### src/rtl/axi_reorder_buffer.sv
// AXI read-channel reorder buffer: tags each AR with a slot index downstream,
// stores out-of-order R beats per slot and replays them upstream in AR order
// with the original ID restored.
module axi_reorder_buffer #(
   parameter int unsigned DATA_WIDTH = 8,
   parameter int unsigned ID_WIDTH   = 4,
   parameter int unsigned DEPTH      = 16,
   parameter int unsigned MAX_BEATS  = 4
) (
   input  logic                         clk,
   input  logic                         rst_n,
   input  logic [ID_WIDTH-1:0]          s_arid_i,
   input  logic [$clog2(MAX_BEATS)-1:0] s_arlen_i,
   input  logic                         s_arvalid_i,
   output logic                         s_arready_o,
   output logic [$clog2(DEPTH)-1:0]     m_arid_o,
   output logic [$clog2(MAX_BEATS)-1:0] m_arlen_o,
   output logic                         m_arvalid_o,
   input  logic                         m_arready_i,
   input  logic [DATA_WIDTH-1:0]        m_rdata_i,
   input  logic [$clog2(DEPTH)-1:0]     m_rid_i,
   input  logic [1:0]                   m_rresp_i,
   input  logic                         m_rlast_i,
   input  logic                         m_rvalid_i,
   output logic                         m_rready_o,
   output logic [DATA_WIDTH-1:0]        s_rdata_o,
   output logic [ID_WIDTH-1:0]          s_rid_o,
   output logic [1:0]                   s_rresp_o,
   output logic                         s_rlast_o,
   output logic                         s_rvalid_o,
   input  logic                         s_rready_i,
   output logic                         err_o
);

   localparam int unsigned SW = $clog2(DEPTH);
   localparam int unsigned LW = $clog2(MAX_BEATS);
   localparam int unsigned CW = SW + 1;         // occupancy 0..DEPTH
   localparam int unsigned RW = LW + 1;         // received beats 0..MAX_BEATS
   localparam int unsigned EW = DATA_WIDTH + 2; // stored {resp, data}
   localparam int unsigned AW = SW + LW;        // storage index {slot, beat}

   logic                run_q;
   logic                err_q;
   logic [DEPTH-1:0]    alloc_q;
   logic [ID_WIDTH-1:0] id_q   [DEPTH];
   logic [LW-1:0]       len_q  [DEPTH];
   logic [RW-1:0]       rcv_q  [DEPTH];
   logic [EW-1:0]       mem_q  [DEPTH*MAX_BEATS];
   logic [SW-1:0]       wr_ptr_q;
   logic [SW-1:0]       rd_ptr_q;
   logic [LW-1:0]       out_cnt_q;
   logic [CW-1:0]       count_q;

   logic          full_c;
   logic          ar_hs_c;
   logic          beat_c;
   logic          beat_ok_c;
   logic          beat_last_c;
   logic          beat_err_c;
   logic [RW-1:0] beat_rcv_c;
   logic [AW-1:0] wr_idx_c;
   logic [AW-1:0] rd_idx_c;
   logic [EW-1:0] head_entry_c;
   logic          r_hs_c;
   logic          free_c;

   // AR path: zero-latency pass-through gated by occupancy and reset exit
   assign full_c      = (count_q == CW'(DEPTH));
   assign m_arvalid_o = run_q & s_arvalid_i & ~full_c;
   assign s_arready_o = run_q & m_arready_i & ~full_c;
   assign m_arid_o    = wr_ptr_q;
   assign m_arlen_o   = s_arlen_i;
   assign ar_hs_c     = m_arvalid_o & m_arready_i;

   // R input classification: store, drop, or flag an RLAST mismatch
   assign m_rready_o  = run_q;
   assign beat_c      = run_q & m_rvalid_i;
   assign beat_rcv_c  = rcv_q[m_rid_i];
   assign beat_ok_c   = alloc_q[m_rid_i] & (beat_rcv_c <= RW'(len_q[m_rid_i]));
   assign beat_last_c = (beat_rcv_c == RW'(len_q[m_rid_i]));
   assign beat_err_c  = beat_c & (~beat_ok_c | (m_rlast_i != beat_last_c));
   assign wr_idx_c    = {m_rid_i, beat_rcv_c[LW-1:0]};

   // R output: cut-through from the head slot, one beat behind the store
   assign rd_idx_c     = {rd_ptr_q, out_cnt_q};
   assign head_entry_c = mem_q[rd_idx_c];
   assign s_rvalid_o   = alloc_q[rd_ptr_q] & (RW'(out_cnt_q) < rcv_q[rd_ptr_q]);
   assign s_rdata_o    = head_entry_c[DATA_WIDTH-1:0];
   assign s_rresp_o    = head_entry_c[EW-1:DATA_WIDTH];
   assign s_rid_o      = id_q[rd_ptr_q];
   assign s_rlast_o    = (out_cnt_q == len_q[rd_ptr_q]);
   assign r_hs_c       = s_rvalid_o & s_rready_i;
   assign free_c       = r_hs_c & s_rlast_o;
   assign err_o        = err_q;

   // Control state: allocation, head advance, occupancy and sticky error
   always_ff @(posedge clk or negedge rst_n) begin
      if (!rst_n) begin
         run_q     <= 1'b0;
         err_q     <= 1'b0;
         alloc_q   <= '0;
         wr_ptr_q  <= '0;
         rd_ptr_q  <= '0;
         out_cnt_q <= '0;
         count_q   <= '0;
      end else begin
         run_q <= 1'b1;
         if (ar_hs_c) begin
            alloc_q[wr_ptr_q] <= 1'b1;
            wr_ptr_q          <= wr_ptr_q + SW'(1);
         end
         if (r_hs_c) begin
            if (free_c) begin
               alloc_q[rd_ptr_q] <= 1'b0;
               out_cnt_q         <= '0;
               rd_ptr_q          <= rd_ptr_q + SW'(1);
            end else begin
               out_cnt_q <= out_cnt_q + LW'(1);
            end
         end
         unique case ({ar_hs_c, free_c})
            2'b10:   count_q <= count_q + CW'(1);
            2'b01:   count_q <= count_q - CW'(1);
            default: count_q <= count_q;
         endcase
         if (beat_err_c) begin
            err_q <= 1'b1;
         end
      end
   end

   // Slot payload: metadata on allocation, beat storage on accepted R beats
   always_ff @(posedge clk) begin
      if (ar_hs_c) begin
         id_q[wr_ptr_q]  <= s_arid_i;
         len_q[wr_ptr_q] <= s_arlen_i;
         rcv_q[wr_ptr_q] <= '0;
      end
      if (beat_c && beat_ok_c) begin
         rcv_q[m_rid_i]  <= beat_rcv_c + RW'(1);
         mem_q[wr_idx_c] <= {m_rresp_i, m_rdata_i};
      end
   end

endmodule
### config.mk
export PLATFORM = sky130hd
export DESIGN_NAME = axi_reorder_buffer
export DESIGN_NICKNAME = d
export VERILOG_FILES = /design/src/rtl/axi_reorder_buffer.sv
export SDC_FILE = /design/constraint.sdc
export NUM_CORES = 1
export LEC_CHECK = 0
export ABC_CLOCK_PERIOD_IN_PS = 16050
export CORE_UTILIZATION = 65
export DETAILED_ROUTE_END_ITERATION = 10
export PLACE_DENSITY = 0.82
export REMOVE_ABC_BUFFERS = 1
export SLEW_MARGIN = 20
export SYNTH_ARGS = -nofsm -noshare
export SYNTH_HDL_FRONTEND = slang
export SYNTH_SLANG_ARGS = --single-unit
### constraint.sdc
create_clock -name clk -period 16.05 [get_ports clk]
set_clock_uncertainty 0.05 [all_clocks]
set_input_delay 4.0125 -clock clk [delete_from_list [all_inputs] [get_ports clk]]
set_output_delay 4.0125 -clock clk [all_outputs]
set_load 0.05 [all_outputs]
After elaboration in Yosys (flattened, before gate mapping)
Memory sizes are Yosys's and may differ from the RTL's.
Cells that the tools add are included.
- mux-type cells: 17
- eq/ne operators: 6
- add/sub/neg operators: 6
- bitwise operators: 17
- reduce and logical (&&, ||, !) cells: 5
- magnitude comparators: 7
- operators by type and width (kind ; number):
    16-bit 2-to-1 mux ; 3
    16-bit bitwise AND ; 1
    16-bit NOT ; 1
    16-bit OR ; 1
    4-bit by 5-bit less-than comparator with 1-bit output, second input constant ; 3
    1-bit bitwise AND ; 11
    5-bit case mux with 2 select lines ; 1
    4-bit by 1-bit adder with 4-bit output, second input constant ; 2
    1-bit binary-select mux with 4-bit select ; 2
    1-bit demux with 4-bit select ; 2
    4-bit by 1-bit >= comparator with 1-bit output, second input constant ; 2
    1-bit 2-to-1 mux ; 8
    5-bit by 1-bit adder with 5-bit output, second input constant ; 1
    5-bit == test, second input constant ; 1
    5-bit by 1-bit subtractor with 5-bit output, second input constant ; 1
    3-bit by 1-bit adder with 3-bit output, second input constant ; 1
    3-bit by 2-bit == test with 1-bit output ; 1
    3-bit by 2-bit <= comparator with 1-bit output ; 1
    1-bit logical AND ; 3
    2-bit by 3-bit less-than comparator with 1-bit output ; 1
    2-bit by 1-bit adder with 2-bit output, second input constant ; 1
    2-bit by 1-bit == test with 1-bit output, second input constant ; 1
    2-bit == test ; 1
    2-bit == test, second input constant ; 1
    6 further kinds ; 7
- word-level logic and storage cells: 69
- memories kept: 4
- RAM bits: 784
- input port bits: 27
- bits in registers: 33
- output and inout port bits: 26
- memories (memory ; words ; width ; rd ports ; clocked after memory_dff ; wr ports ; RTL line ; source):
    mem_q ; 64 ; 10 ; 1 ; 0 ; 1 ; 48 ; logic [EW-1:0] mem_q [DEPTH*MAX_BEATS];
    id_q ; 16 ; 4 ; 1 ; 0 ; 1 ; 45 ; logic [ID_WIDTH-1:0] id_q [DEPTH];
    rcv_q ; 16 ; 3 ; 2 ; 0 ; 2 ; 47 ; logic [RW-1:0] rcv_q [DEPTH];
    len_q ; 16 ; 2 ; 2 ; 0 ; 1 ; 46 ; logic [LW-1:0] len_q [DEPTH];

Depth between registers and ports, before layout
- word-level depth: 9
- depth in mapped cells: 25
- depth with buffers taken out: 19

Least setup slack after synthesis
No wires, ideal clock.
- path kind: input -> output
- start point: in s_arvalid_i
- end point: out m_arvalid_o
- arrival: 4.419 ns
- slack: 7.568 ns
- path buffers: 0
- stages: 1
- cell sequence: and2_1
- cells in the longest elaborated chain, start to end: 2
- ends and longest elaborated chain (item ; RTL line ; source):
    start, declared ; 14 ; input logic s_arvalid_i,
    1-bit bitwise AND (2 in a row) ; 69 ; assign m_arvalid_o = run_q & s_arvalid_i & ~full_c;
    end, declared ; 18 ; output logic m_arvalid_o,
No other way between the ends.

Worst setup path after layout
- start point: in s_arlen_i[1]
- end point: out m_arlen_o[1]
- RTL lines (item ; RTL line ; source):
    start, declared ; 13 ; input logic [$clog2(MAX_BEATS)-1:0] s_arlen_i,
    end, declared ; 17 ; output logic [$clog2(MAX_BEATS)-1:0] m_arlen_o,
No word-level cell between the ends.

==> out/results.ini <==
[status]
run_status = finished clean

[die]
height_of_the_die_um = 228
io_pins = 53
core_area_um2 = 50300
die_x_um = 228
initial_utilization_pct = 66.1
die_area_um2 = 52000
fp-row-count = 82

[placed_design]
final_weighted_congestion_of_routability_driven_global_placement = 0.826
dp_slack_ns = 6.28
port_buffers = 52
post-place-cells = 2199
post-dp-hpwl_mm = 44.3

[sta]
post-route-min-period_ns = 9.85
setup_violations = 0
fin_crit_sh_pct = 61.4
slew-limit-headroom_pct = 8.67
hold_fails_final_rpt = 0
slew_viol_final = 0
max_clock_freq_mhz = 102
tightest_slew_ns = 1.36
setup_tns_ns = 0
grt_setup_unrepaired = false
final.hold.worst_slack_ns = 0.410
setup_slack_after_layout_ns = 6.20

[cells_and_area]
stdcell_count = 2350
design.final.nets = 1652
final.fill_count = 2610
area.growth.synth_to_final_pct = 11.3
post_route_cells_drive_above_1_share_pct = 28.5

[yosys]
synth_cell_types = 59
netlist_area_um2 = 33200
synth_sequential_area_ratio_pct = 73.4
synth_area_per_cell_um2 = 21.5
synth.area.top_cells = edfxtp_1 (71%), mux4_2 (19%), dfrtp_1 (2.5%)
postSynth.asyncResetShare_pct = 4.04
netlist_instances = 1543
yosys_register_bits = 817
synth_top_cell_area_share_pct = 70.9
synth.largest_area_cell = edfxtp_1
ys.flop_type = edfxtp_1
synth_enable_flop_cells = 784
synthesis.yosys.warnings = 0

[clock_network]
clock_tree_from_tritoncts = yes
cts_htree_levels = 3
cts_hold_buffers = 0
buffer_levels_on_the_longest_clock_path = 3
tritoncts_num_sinks = 817
clkSlewWorstSetupHoldPaths_ns = 0.05
clock_tree.root_cell = clkbuf_16
worst_skew_pair.late_latency_ns = 0.64
cts-buffers-inserted = 79
post_cts_buffers = 0
ctsResizeCount = 0

[route]
drt-initial-drc-count = 2782
drt_pre_antenna_iters = 6
detail_route.wl_per_cell_um = 35.0
drt-vias-per-instance = 7.29
drc = 0
drt_wirelength_mm = 82.2
antenna_violating_nets_post_route = 0
dr_total_vias = 17129

[power_and_ir_drop]
total_leakage_power_nw = 11.5
max_rail_drop_vdd_v = 0.000129
powerDensity_nw_per_um2 = 164
power.combinational.fraction_pct = 28.2
share_of_total_power_consumed_by_net_switching_pct = 30.5
internal_power_mw = 4.20
power.share.sequential_pct = 41.3
power_switching_mw = 1.85
p_clk_share_pct = 30.5

[global_routing]
grt_pass1_wl_mm = 121
grt_usage_pct = 32.7
pin_count_of_the_biggest_net_entering_global_routing = 124
overall_overflow_remaining_after_global_route = 0
antenna_found_initial = 6
first_global_vias = 17684

[setup_path]
crit_path_end_kind = output pin
timing_worst_setup_path_type = in -> out
crit_slowest_cell = clkdlybuf4s50_1
max_stage_delay_ns = 0.92
critical_path_depth = 2
crit_path_max_fanout = 17
worstSetupStartpointType = primary input
crit_required_ns = 11.99
timing.critical_path.max_delay_family = buffers and inverters
critical_path.most_common_cell = clkdlybuf4s50_1
number_of_buffer_and_inverter_instances_along_the_worst_setup_path = 2
reg2regPathDepth = 19
sequence_of_cells_on_the_critical_path = clkdlybuf4s50_1 -> clkdlybuf4s50_1
cp_data_arrival_time_ns = 5.79

[job]
cap_violations = 0

[hold_path]
hold_path_class = reg -> reg
timing.hold.worst_path_depth = 1

[synthesized netlist by cell type (all sizes together) (2+ instances only)]
cell type / instances
and3: 3
xor2: 7
clkinv: 2
mux2: 15
nor2: 125
and2: 4
nand2: 39
buf: 46
nand4b: 2
o21bai: 4
ha: 16
nor4: 3
o32a: 10
o22ai: 12
nand4: 5
nand3: 10
o22a: 7
o21ai: 3
edfxtp: 784
mux4: 280
a21boi: 2
nand2b: 6
mux2i: 12
or2: 5
clkbuf: 48
dfrtp: 33
inv: 11
xnor2: 8
nor2b: 5
nor3: 12
a21oi: 4
o21a: 2
[through the flow]
step	area, um^2	util [%]	power (mW)
6_report	37000	73.5	6.05
5_1_grt	37000	73.5	6.21
4_1_cts	36900	73.4	6.04
3_5_place_dp	34300	68.3	4.19
3_3_place_gp	34300	68.3	4.15
2_1_floorplan	32800	-	3.86
[cell usage in the layout, fill, tap and decap left out, types with 4 or more instances in the layout]
cell | netlist | routed
xnor2_1 | 8 | 8
clkbuf_1 | 48 | 10
o32a_1 | 10 | 10
o21bai_1 | 4 | 4
a21oi_1 | 4 | 4
mux2i_1 | 12 | 12
xor2_1 | 7 | 7
ha_1 | 16 | 16
clkbuf_16 | 0 | 80
dfrtp_1 | 33 | 28
clkinv_2 | 0 | 19
and2_1 | 4 | 4
bufinv_16 | 0 | 7
diode_2 | 0 | 4
nor2_1 | 125 | 117
edfxtp_1 | 784 | 784
nor2b_1 | 5 | 5
nand2_1 | 39 | 39
nand4_1 | 4 | 4
o22a_1 | 7 | 7
buf_4 | 5 | 35
mux2_2 | 14 | 14
nor3_1 | 12 | 10
mux4_2 | 280 | 280
clkinv_1 | 2 | 23
nand3_1 | 8 | 8
clkdlybuf4s50_1 | 0 | 40
nor2_2 | 0 | 8
nand2b_1 | 6 | 6
or2_2 | 5 | 5
o22ai_1 | 12 | 12
inv_1 | 11 | 11
[state kept, by name, indices dropped and copies added, names as in the netlist]
name / flops
rcv_q: 48
len_q: 32
rd_ptr_q: 4
mem_q: 640
id_q: 64
err_o: 1
m_rready_o: 1
alloc_q: 16
count_q: 5
m_arid_o: 4
out_cnt_q: 2
[final timing paths]
kind | from | endpoint | slack (ns)
worst min register to register | count_q[4] | count_q[4] | 0.41
worst min-delay path | count_q[4] | count_q[4] | 0.41
worst max register to register | rd_ptr_q[0] | count_q[4] | 9.89
worst max-delay path | s_arlen_i[1] | m_arlen_o[1] | 6.20
min in group asynchronous | rst_n | out_cnt_q[1] | 3.75
max in group asynchronous | rst_n | out_cnt_q[0] | 11.85
[area by class of cell]
| type | instances | area [um^2] | area share, % |
|---|---|---|---|
| diodes | 4 | 10.0 | 0.0271 |
| clock inverters | 56 | 495 | 1.34 |
| multi-input cells | 619 | 8420 | 22.8 |
| flip-flops and latches | 817 | 24400 | 66.0 |
| clock buffers | 90 | 2040 | 5.52 |
| well taps | 672 | 841 | 2.27 |
| inverters | 13 | 48.8 | 0.132 |
| repair buffers | 79 | 721 | 1.95 |
[power groups by stage]
stage / Clock (mW) / Combinational, mW / Sequential, mW
after floorplan: 0 / 1.18 / 2.68
after global placement: 0 / 1.61 / 2.54
after detailed placement: 0 / 1.65 / 2.54
after CTS: 1.85 / 1.69 / 2.50
after global routing: 1.93 / 1.77 / 2.51
final: 1.85 / 1.70 / 2.50
[cell families (layout without fill, tap and decap cells)]
| group | Yosys count | count (layout) | share of synthesized area [%] |
|---|---|---|---|
| XOR/XNOR | 15 | 15 | 0.396 |
| other | 1 | 5 | 0.0113 |
| AND/OR/NAND/NOR | 222 | 222 | 3.03 |
| flip-flops | 817 | 817 | 73.4 |
| buffers and inverters | 107 | 238 | 1.37 |
| AO/OA/AOI/OAI | 58 | 58 | 1.36 |
| multiplexers | 307 | 307 | 19.9 |
| adder cells (fa/ha/maj) | 16 | 16 | 0.603 |
[metal layers]
metal | track usage, % | vias to the layer above | share of wire [%]
li1 | - | 6615 | -
met1 | 44.5 | 8795 | 35
met2 | 51.6 | 1420 | 49
met3 | 7.83 | 297 | 12
met4 | 14.0 | 2 | 4.6
met5 | 0 | - | 0.012
Power figures use the tool's default switching activity.
